File: src/rtl/gpio_pkg.sv
// Shared types and constants for the LED sequencer: mode encoding, reload
// patterns and the bit layout of the debounced switch word.
package gpio_pkg;

    localparam int SW_W  = 4;
    localparam int LED_W = 4;

    typedef enum logic [1:0] {
        MODE_MIRROR = 2'd0,
        MODE_BLINK  = 2'd1,
        MODE_CHASE  = 2'd2,
        MODE_COUNT  = 2'd3
    } mode_e;

    localparam logic [LED_W-1:0] BLINK_INIT = 4'b1111;
    localparam logic [LED_W-1:0] CHASE_INIT = 4'b0001;
    localparam logic [LED_W-1:0] COUNT_INIT = 4'b0000;

    // Field positions inside the debounced switch word
    localparam int SW_MODE_LSB = 0;
    localparam int SW_MODE_MSB = 1;
    localparam int SW_REVERSE  = 2;
    localparam int SW_PAUSE    = 3;

    // Pattern loaded when entering a mode; MIRROR starts from the switches.
    function automatic logic [LED_W-1:0] init_pattern(input mode_e m,
                                                      input logic [SW_W-1:0] sw);
        logic [LED_W-1:0] p;
        p = sw;
        case (m)
            MODE_BLINK: p = BLINK_INIT;
            MODE_CHASE: p = CHASE_INIT;
            MODE_COUNT: p = COUNT_INIT;
            default:    p = sw;
        endcase
        return p;
    endfunction

endpackage

File: src/rtl/led_sequencer_if.sv
// Board-facing signal bundle of the LED sequencer: raw switches in,
// LED drive, current mode and step pulse out.
interface led_sequencer_if;
    import gpio_pkg::*;

    logic [SW_W-1:0]  gpio_switch;
    logic [LED_W-1:0] gpio_led;
    logic [1:0]       mode;
    logic             step;

    modport master (
        output gpio_switch,
        input  gpio_led,
        input  mode,
        input  step
    );

    modport slave (
        input  gpio_switch,
        output gpio_led,
        output mode,
        output step
    );

endinterface

File: src/rtl/switch_debounce.sv
// Two-flop synchroniser followed by a whole-vector debouncer: a new value is
// accepted only after it has been seen unchanged for DEBOUNCE_CYCLES cycles.
module switch_debounce #(
    parameter int WIDTH           = 4,
    parameter int DEBOUNCE_CYCLES = 16
) (
    input  logic             clk,
    input  logic             srst,
    input  logic [WIDTH-1:0] sw_raw,
    output logic [WIDTH-1:0] sw_db
);

    localparam int CNT_W = (DEBOUNCE_CYCLES > 2) ? $clog2(DEBOUNCE_CYCLES) : 1;
    localparam logic [CNT_W-1:0] CNT_LAST = CNT_W'(DEBOUNCE_CYCLES - 1);

    logic [WIDTH-1:0] sync1_reg, sync2_reg, prev_reg;
    logic [WIDTH-1:0] db_reg, db_next;
    logic [CNT_W-1:0] cnt_reg, cnt_next, cnt_base;

    // A fresh synchronised value counts as the first stable cycle of a new run,
    // so any change mid-count discards the partial count.
    always_comb begin
        db_next  = db_reg;
        cnt_next = '0;
        cnt_base = (sync2_reg != prev_reg) ? '0 : cnt_reg;
        if (sync2_reg != db_reg) begin
            if (cnt_base == CNT_LAST) begin
                db_next  = sync2_reg;
                cnt_next = '0;
            end else begin
                cnt_next = cnt_base + CNT_W'(1);
            end
        end
    end

    always_ff @(posedge clk) begin
        if (srst) begin
            sync1_reg <= '0;
            sync2_reg <= '0;
            prev_reg  <= '0;
            db_reg    <= '0;
            cnt_reg   <= '0;
        end else begin
            sync1_reg <= sw_raw;
            sync2_reg <= sync1_reg;
            prev_reg  <= sync2_reg;
            db_reg    <= db_next;
            cnt_reg   <= cnt_next;
        end
    end

    assign sw_db = db_reg;

endmodule

File: src/rtl/led_sequencer.sv
// Switch-controlled LED pattern generator: MIRROR, BLINK, CHASE and COUNT
// modes, stepped by a free-running prescaler and gated by pause.
module led_sequencer
    import gpio_pkg::*;
#(
    parameter int DEBOUNCE_CYCLES = 16,
    parameter int TICK_DIV        = 32
) (
    input  logic          SYSTEMCLOCK,
    input  logic          RESET,
    led_sequencer_if.slave bus
);

    localparam int PRESC_W = $clog2(TICK_DIV);
    localparam logic [PRESC_W-1:0] PRESC_LAST = PRESC_W'(TICK_DIV - 1);

    logic [SW_W-1:0]    sw_db;
    mode_e              req_mode;
    mode_e              state_reg, state_next;
    logic [LED_W-1:0]   pattern_reg, pattern_next;
    logic [PRESC_W-1:0] presc_reg, presc_next;
    logic [LED_W-1:0]   rot_left, rot_right;
    logic               reverse, pause, tick, mode_change, step;

    switch_debounce #(
        .WIDTH           (SW_W),
        .DEBOUNCE_CYCLES (DEBOUNCE_CYCLES)
    ) u_debounce (
        .clk    (SYSTEMCLOCK),
        .srst   (RESET),
        .sw_raw (bus.gpio_switch),
        .sw_db  (sw_db)
    );

    assign req_mode    = mode_e'(sw_db[SW_MODE_MSB:SW_MODE_LSB]);
    assign reverse     = sw_db[SW_REVERSE];
    assign pause       = sw_db[SW_PAUSE];
    assign tick        = (presc_reg == PRESC_LAST);
    assign mode_change = (req_mode != state_reg);
    assign step        = tick && !pause && !mode_change;

    genvar gi;
    generate
        for (gi = 0; gi < LED_W; gi++) begin : g_rot
            assign rot_left[gi]  = pattern_reg[(gi + LED_W - 1) % LED_W];
            assign rot_right[gi] = pattern_reg[(gi + 1) % LED_W];
        end
    endgenerate

    // A mode change takes priority over a coincident tick: reload and restart.
    always_comb begin
        state_next   = state_reg;
        pattern_next = pattern_reg;
        presc_next   = tick ? '0 : presc_reg + PRESC_W'(1);
        if (mode_change) begin
            state_next   = req_mode;
            pattern_next = init_pattern(req_mode, sw_db);
            presc_next   = '0;
        end else begin
            case (state_reg)
                MODE_MIRROR: pattern_next = sw_db;
                MODE_BLINK:  if (step) pattern_next = ~pattern_reg;
                MODE_CHASE:  if (step) pattern_next = reverse ? rot_right : rot_left;
                MODE_COUNT:  if (step) pattern_next = reverse ? pattern_reg - LED_W'(1)
                                                              : pattern_reg + LED_W'(1);
                default:     pattern_next = pattern_reg;
            endcase
        end
    end

    always_ff @(posedge SYSTEMCLOCK) begin
        if (RESET) begin
            state_reg   <= MODE_MIRROR;
            pattern_reg <= '0;
            presc_reg   <= '0;
        end else begin
            state_reg   <= state_next;
            pattern_reg <= pattern_next;
            presc_reg   <= presc_next;
        end
    end

    assign bus.gpio_led = pattern_reg;
    assign bus.mode     = state_reg;
    assign bus.step     = step;

endmodule

File: src/flat_wrapper.sv
// flat-port wrapper written by rule: the top's interface ports become plain ports
module led_sequencer_flat import gpio_pkg::*;
#(
    parameter int DEBOUNCE_CYCLES = 16,
    parameter int TICK_DIV        = 32
)
  (SYSTEMCLOCK, RESET, bus_gpio_switch, bus_gpio_led, bus_mode, bus_step);
  led_sequencer_if bus_i ();
  input  logic SYSTEMCLOCK;
  input  logic RESET;
  input wire logic [$bits(bus_i.gpio_switch)-1:0] bus_gpio_switch;
  output wire logic [$bits(bus_i.gpio_led)-1:0] bus_gpio_led;
  output wire logic [$bits(bus_i.mode)-1:0] bus_mode;
  output wire logic [$bits(bus_i.step)-1:0] bus_step;
  assign bus_i.gpio_switch = bus_gpio_switch;
  assign bus_gpio_led = bus_i.gpio_led;
  assign bus_mode = bus_i.mode;
  assign bus_step = bus_i.step;
  led_sequencer #(.DEBOUNCE_CYCLES(DEBOUNCE_CYCLES), .TICK_DIV(TICK_DIV)) u_core (.SYSTEMCLOCK(SYSTEMCLOCK), .RESET(RESET), .bus(bus_i));
endmodule
File: config.mk
export PLATFORM = sky130hd
export DESIGN_NAME = led_sequencer_flat
export DESIGN_NICKNAME = d
export VERILOG_FILES = /design/src/rtl/gpio_pkg.sv /design/src/rtl/led_sequencer_if.sv /design/src/rtl/switch_debounce.sv /design/src/rtl/led_sequencer.sv /design/src/flat_wrapper.sv
export SDC_FILE = /design/constraint.sdc
export NUM_CORES = 1
export LEC_CHECK = 0
export BUFFER_PORTS_ARGS = -buffer_cell sky130_fd_sc_hd__buf_2
export CAP_MARGIN = 10
export CORE_MARGIN = 4
export CORE_UTILIZATION = 50
export DETAILED_ROUTE_END_ITERATION = 12
export MAX_ROUTING_LAYER = met4
export PLACE_DENSITY = 0.81
export REMOVE_ABC_BUFFERS = 1
export SYNTH_ARGS = -nofsm -noshare
export SYNTH_HDL_FRONTEND = slang
export SYNTH_SLANG_ARGS = --single-unit
File: constraint.sdc
create_clock -name SYSTEMCLOCK -period 2.8 [get_ports SYSTEMCLOCK]
set_input_delay 0.56 -clock SYSTEMCLOCK [delete_from_list [all_inputs] [get_ports SYSTEMCLOCK]]
set_output_delay 0.56 -clock SYSTEMCLOCK [all_outputs]
set_load 0.02 [all_outputs]
# Word-level counts from Yosys, hierarchy flattened
# Cells that the tools add are included.
word_totals:
  inputBits: 6
  ff_bits: 31
  word_cells: 46
  output_inout_bits: 7
classes:
  n_reduce_logical: 9
  bitwise: 2
  n_eq_ne: 14
  n_addsub: 4
  n_mux: 9
ops:
  columns: ["operator", "count"]
  rows:
  - ["$mux 4", 7]
  - ["$pmux 4 s4", 1]
  - ["$pmux 4 s3", 1]
  - ["$ne 3x2->1 const B", 3]
  - ["$add 4x1->4 const B", 2]
  - ["$eq 2x2->1 const B", 4]
  - ["$ne 4x4->1", 2]
  - ["$reduce_or 3->1", 2]
  - ["$add 5x1->5 const B", 1]
  - ["$eq 5x5->1 const B", 1]
  - ["$eq 2x1->1 const B", 2]
  - ["$eq 4x4->1 const B", 1]
  - ["$not 4->4", 1]
  - ["$sub 4x1->4 const B", 1]
  - ["$reduce_and 3->1", 1]
  - ["$logic_and 1x1->1", 2]
  - ["$logic_not 1->1", 2]
  - ["$logic_not 2->1", 1]
  - ["$ne 2x2->1", 1]
  - ["$reduce_and 2->1", 1]
  - ["$not 1->1", 1]

# Logic depth before layout (Yosys ltp)
depth:
  word_depth: 6
  ltp_mapped: 8
  mapped_depth_nobuf: 8

# Hierarchy
# Synthesis repeated with hierarchy kept, for this count alone.
unflattened:
  cells_unflattened: 165
  area_unflattened_um2: 1537.7
by_module_without_submodules:
  columns: ["module", "area_each_um2", "cells_each", "seq_area_each_um2", "n_inst"]
  rows:
  - ["led_sequencer", 793.3, 97, 220.2, 1]
  - ["switch_debounce", 744.5, 68, 400.4, 1]

# Worst setup path before layout
# OpenSTA, ideal clock, no wires.
synth_timing:
  path_type: "register to output"
  start: "register u_core.presc_reg[0]"
  end: "output bus_step"
  arrival_time_ns: 1.335
  path_slack_ns: 0.905
  stages_incl_launch_ff: 6
  n_path_buf: 0
  required_time_ns: 2.240
  path_cell_list: "dfxtp_1 ha_1 and3_1 ha_1 nor2b_1 nor2b_1"
synth_between:
  elab_chain_len: 3
synth_lines:
  columns: ["item", "line_no", "source"]
  rows:
  - ["from (decl)", "led_sequencer.sv:21", "logic [PRESC_W-1:0] presc_reg, presc_next;"]
  - ["from (signal assigned)", "led_sequencer.sv:79", "presc_reg <= presc_next;"]
  - ["$eq 5x5->1", "led_sequencer.sv:38", "assign tick = (presc_reg == PRESC_LAST);"]
  - ["$logic_and 1x1->1 (2 in series)", "led_sequencer.sv:40", "assign step = tick && !pause && !mode_change;"]
  - ["to (decl)", "flat_wrapper.sv:14", "output wire logic [$bits(bus_i.step)-1:0] bus_step;"]
# No other way between the ends.

# Worst setup path after layout
# Same ends and word-level chain as after synthesis.

==> summary.txt <==
Synth
  • Yosys top cell by area: dfxtp_1
  • Commonest cells post-synth: 31 x dfxtp_1, 17 x nor2_1, 15 x nor2b_1
  • Avg Cell Area, Syn: 9.16 µm²
  • Cell Area, Synth: 0.00153 mm²
  • Synth Flop Type: dfxtp_1
  • Post-synth EDFFs: 0
  • Seq/Total Area, Yosys: 40.6%
  • Register bit total from synthesis: 31
  • Top cells by area in the synthesized netlist: dfxtp_1 41%, nor2b_1 6.1%, ha_1 5.7%, mux2i_1 5.2%, xnor2_1 5.2%
  • Async S/R FF share, synth: 0%
  • Synth unique cells: 37
  • Yosys warning count: 0
  • Most common cell in the netlist: dfxtp_1
  • Post-Synthesis Cells: 167
  • Top cell type's share of synthesized area: 40.6%

Setup path
  • Reg2reg setup slack: 650 ps
  • Req. time, crit path: 2240 ps
  • Max stage delay on crit path: 390 ps
  • Crit path capture type: output pin
  • R2R cell count: 7
  • Buffer and inverter count on the worst path: 1
  • CP Max Fanout: 3
  • Ordered list of cells on the worst path: ha_1, and3_1, ha_1, nor2b_1, nor2b_1, buf_2
  • Reg-to-Reg Start: u_core.u_debounce.sync2_reg[0]
  • CP max-delay cell: dfxtp_1
  • Critical path launch point type: flop
  • Crit path max-delay family: simple AND/OR/NAND/NOR gates
  • Crit Path Class: reg -> out
  • Worst R2R End: u_core.u_debounce.sw_db[1]
  • Arrival time worst endpoint: 1790 ps

Drt
  • Via count: 1158
  • Drt drc: 0
  • Iter 0 DRT Violations: 43
  • Final WL: 2.80 mm
  • Routed len/inst: 13.2 µm
  • Final ANT Viol Nets: 0
  • First drt pass iteration count: 4
  • DR vias/cell: 5.46

Final layout
  • Layout fillers: 246
  • Final net count: 194
  • P&R area growth vs syn: 11.2%
  • Max FFs per register: 5
  • Layout cells sized above 1: 13.3%
  • Antenna cells: 0

Clock network
  • CTS root buf: clkbuf_4
  • Clock-pin transition on the worst setup and hold timing paths: 90 ps
  • CTS Sinks: 31
  • Cts repair resizes: 0
  • Skew-Pair Late Insertion Delay: 320 ps
  • Clock buffer count from CTS: 5
  • Post-CTS Hold Buffers: 0
  • CTS tree: yes
  • H-tree depth: 2
  • CTS Buffer Depth: 2
  • Postcts setup bufs: 0

GRT
  • Met2 Use GR: 28.6%
  • Top Usage Layer GRT: met2
  • Vias in the first global route: 1154
  • First-pass GRT wire length: 4.93 mm
  • Met1 Resource Use GR: 16.2%
  • Pin count of the biggest net entering global routing: 26
  • Total global-route track usage: 15.7%
  • Grt met3 use: 5.33%
  • Total gr overflow: 0
  • Initial antenna violation count: 0

STA
  • Max frequency: 425 MHz
  • Final setup skew: 2.91 ps
  • Setup TNS: 0 ps
  • Unrepaired setup endpoints after global routing: no
  • Final worst setup slack: 445 ps
  • Final Slew Violations: 0
  • Slew headroom: 67.7%
  • Fin crit share: 84.1%
  • Min Tclk post-route: 2350 ps
  • Worst Tran Pin Value: 483 ps
  • Final hold vios: 0
  • Finish-stage setup viols: 0

Job
  • Max Cap Violations: 0

Floorplan
  • # rows: 19
  • Ports: 13
  • Die width: 63.3 µm
  • Die height: 63.3 µm
  • Initial Util: 54.1%
  • Die area: 0.00401 mm²
  • Area of the core: 0.00283 mm²

Placed design
  • Port bufs: 12
  • DPL Wire Length: 2.08 mm
  • Place WS: 625 ps
  • RePlAce Congestion: 0.875

Pwr
  • Static Leak: 0.686 nW
  • Pwr Density: 540 mW/mm²
  • Maximum VDD drop: 0.000506 V

Worst hold path
  • Worst hold path type: in -> reg
  • Hold depth: 2
  • Min-delay src: bus_gpio_switch[2]
  • Hold endpoint: u_core.u_debounce.sync1_reg[2]

Outcome
  • Status: completed
==> stage by stage <==
step	util (%)	area, µm²	instances	power, mW	hold WS (ps)
final	60.2	1700	212	0.919	451
after global routing	60.2	1700	212	0.958	447
after CTS	60.2	1700	212	0.931	440
after detailed placement	56.6	1600	204	0.507	431
after global placement	56.6	1600	204	0.503	419
after floorplan	-	1490	160	0.492	414
==> worst max path at each step <==
stage / to / cells past startpoint / slack, ps / startpoint
final: bus_step / 6 / 450 / u_core.presc_reg[0]
after global routing: bus_step / 6 / 280 / u_core.presc_reg[0]
after CTS: bus_step / 6 / 420 / u_core.presc_reg[0]
after detailed placement: u_core.u_debounce.sw_db[1] / 7 / 630 / u_core.u_debounce.sync2_reg[0]
after global placement: u_core.u_debounce.sw_db[2] / 7 / 800 / u_core.u_debounce.sync2_reg[0]
after floorplan: bus_step / 5 / 910 / u_core.presc_reg[0]
==> cell families (layout without fill, tap and decap cells) <==
kind of cell | Yosys count | in the layout | synth area share [%]
AO/OA/AOI/OAI | 26 | 26 | 11.2
XOR/XNOR | 14 | 14 | 8.01
adder cells (fa/ha/maj) | 8 | 8 | 7.03
buffers and inverters | 13 | 27 | 3.84
flip-flops | 31 | 31 | 40.6
multiplexers | 9 | 9 | 5.97
AND/OR/NAND/NOR | 66 | 66 | 23.4
==> cell type report <==
| type | count | area [µm²] | area share [%] |
|---|---|---|---|
| clock inverter | 2 | 60.1 | 3.53 |
| timing repair buffer | 13 | 67.6 | 3.97 |
| tap | 31 | 38.8 | 2.28 |
| multi-input combinational | 123 | 851 | 50.0 |
| sequential | 31 | 621 | 36.5 |
| inverter | 6 | 22.5 | 1.32 |
| clock buffer | 6 | 41.3 | 2.43 |
==> power by group <==
| part | switching (mW) | internal [mW] |
|---|---|---|
| logic | 0.0173 | 0.0166 |
| clock network | 0.145 | 0.279 |
| registers | 0.00858 | 0.453 |
| total | 0.171 | 0.748 |
==> layout by cell type, fill, tap and decap left out, types with 3 or more instances in the layout <==
master / Yosys / routed
xnor2_1: 9 / 9
clkbuf_4: 0 / 5
buf_2: 2 / 12
and2_1: 7 / 7
dfxtp_1: 31 / 31
mux2i_1: 8 / 8
a211oi_1: 4 / 4
ha_1: 7 / 7
nor3_1: 4 / 4
o21ai_0: 6 / 6
nor2b_1: 15 / 15
nand3_1: 3 / 3
inv_1: 6 / 6
a21oi_1: 7 / 7
nor2_1: 17 / 17
nand2_1: 9 / 9
xor2_1: 5 / 5
==> per-layer routing <==
metal / part of all wire [%] / wire [µm]
met4: 0.61 / 17
met2: 53 / 1480
met5: 0 / 0
met1: 43 / 1200
met3: 3.7 / 103
Power figures use the tool's default switching activity.
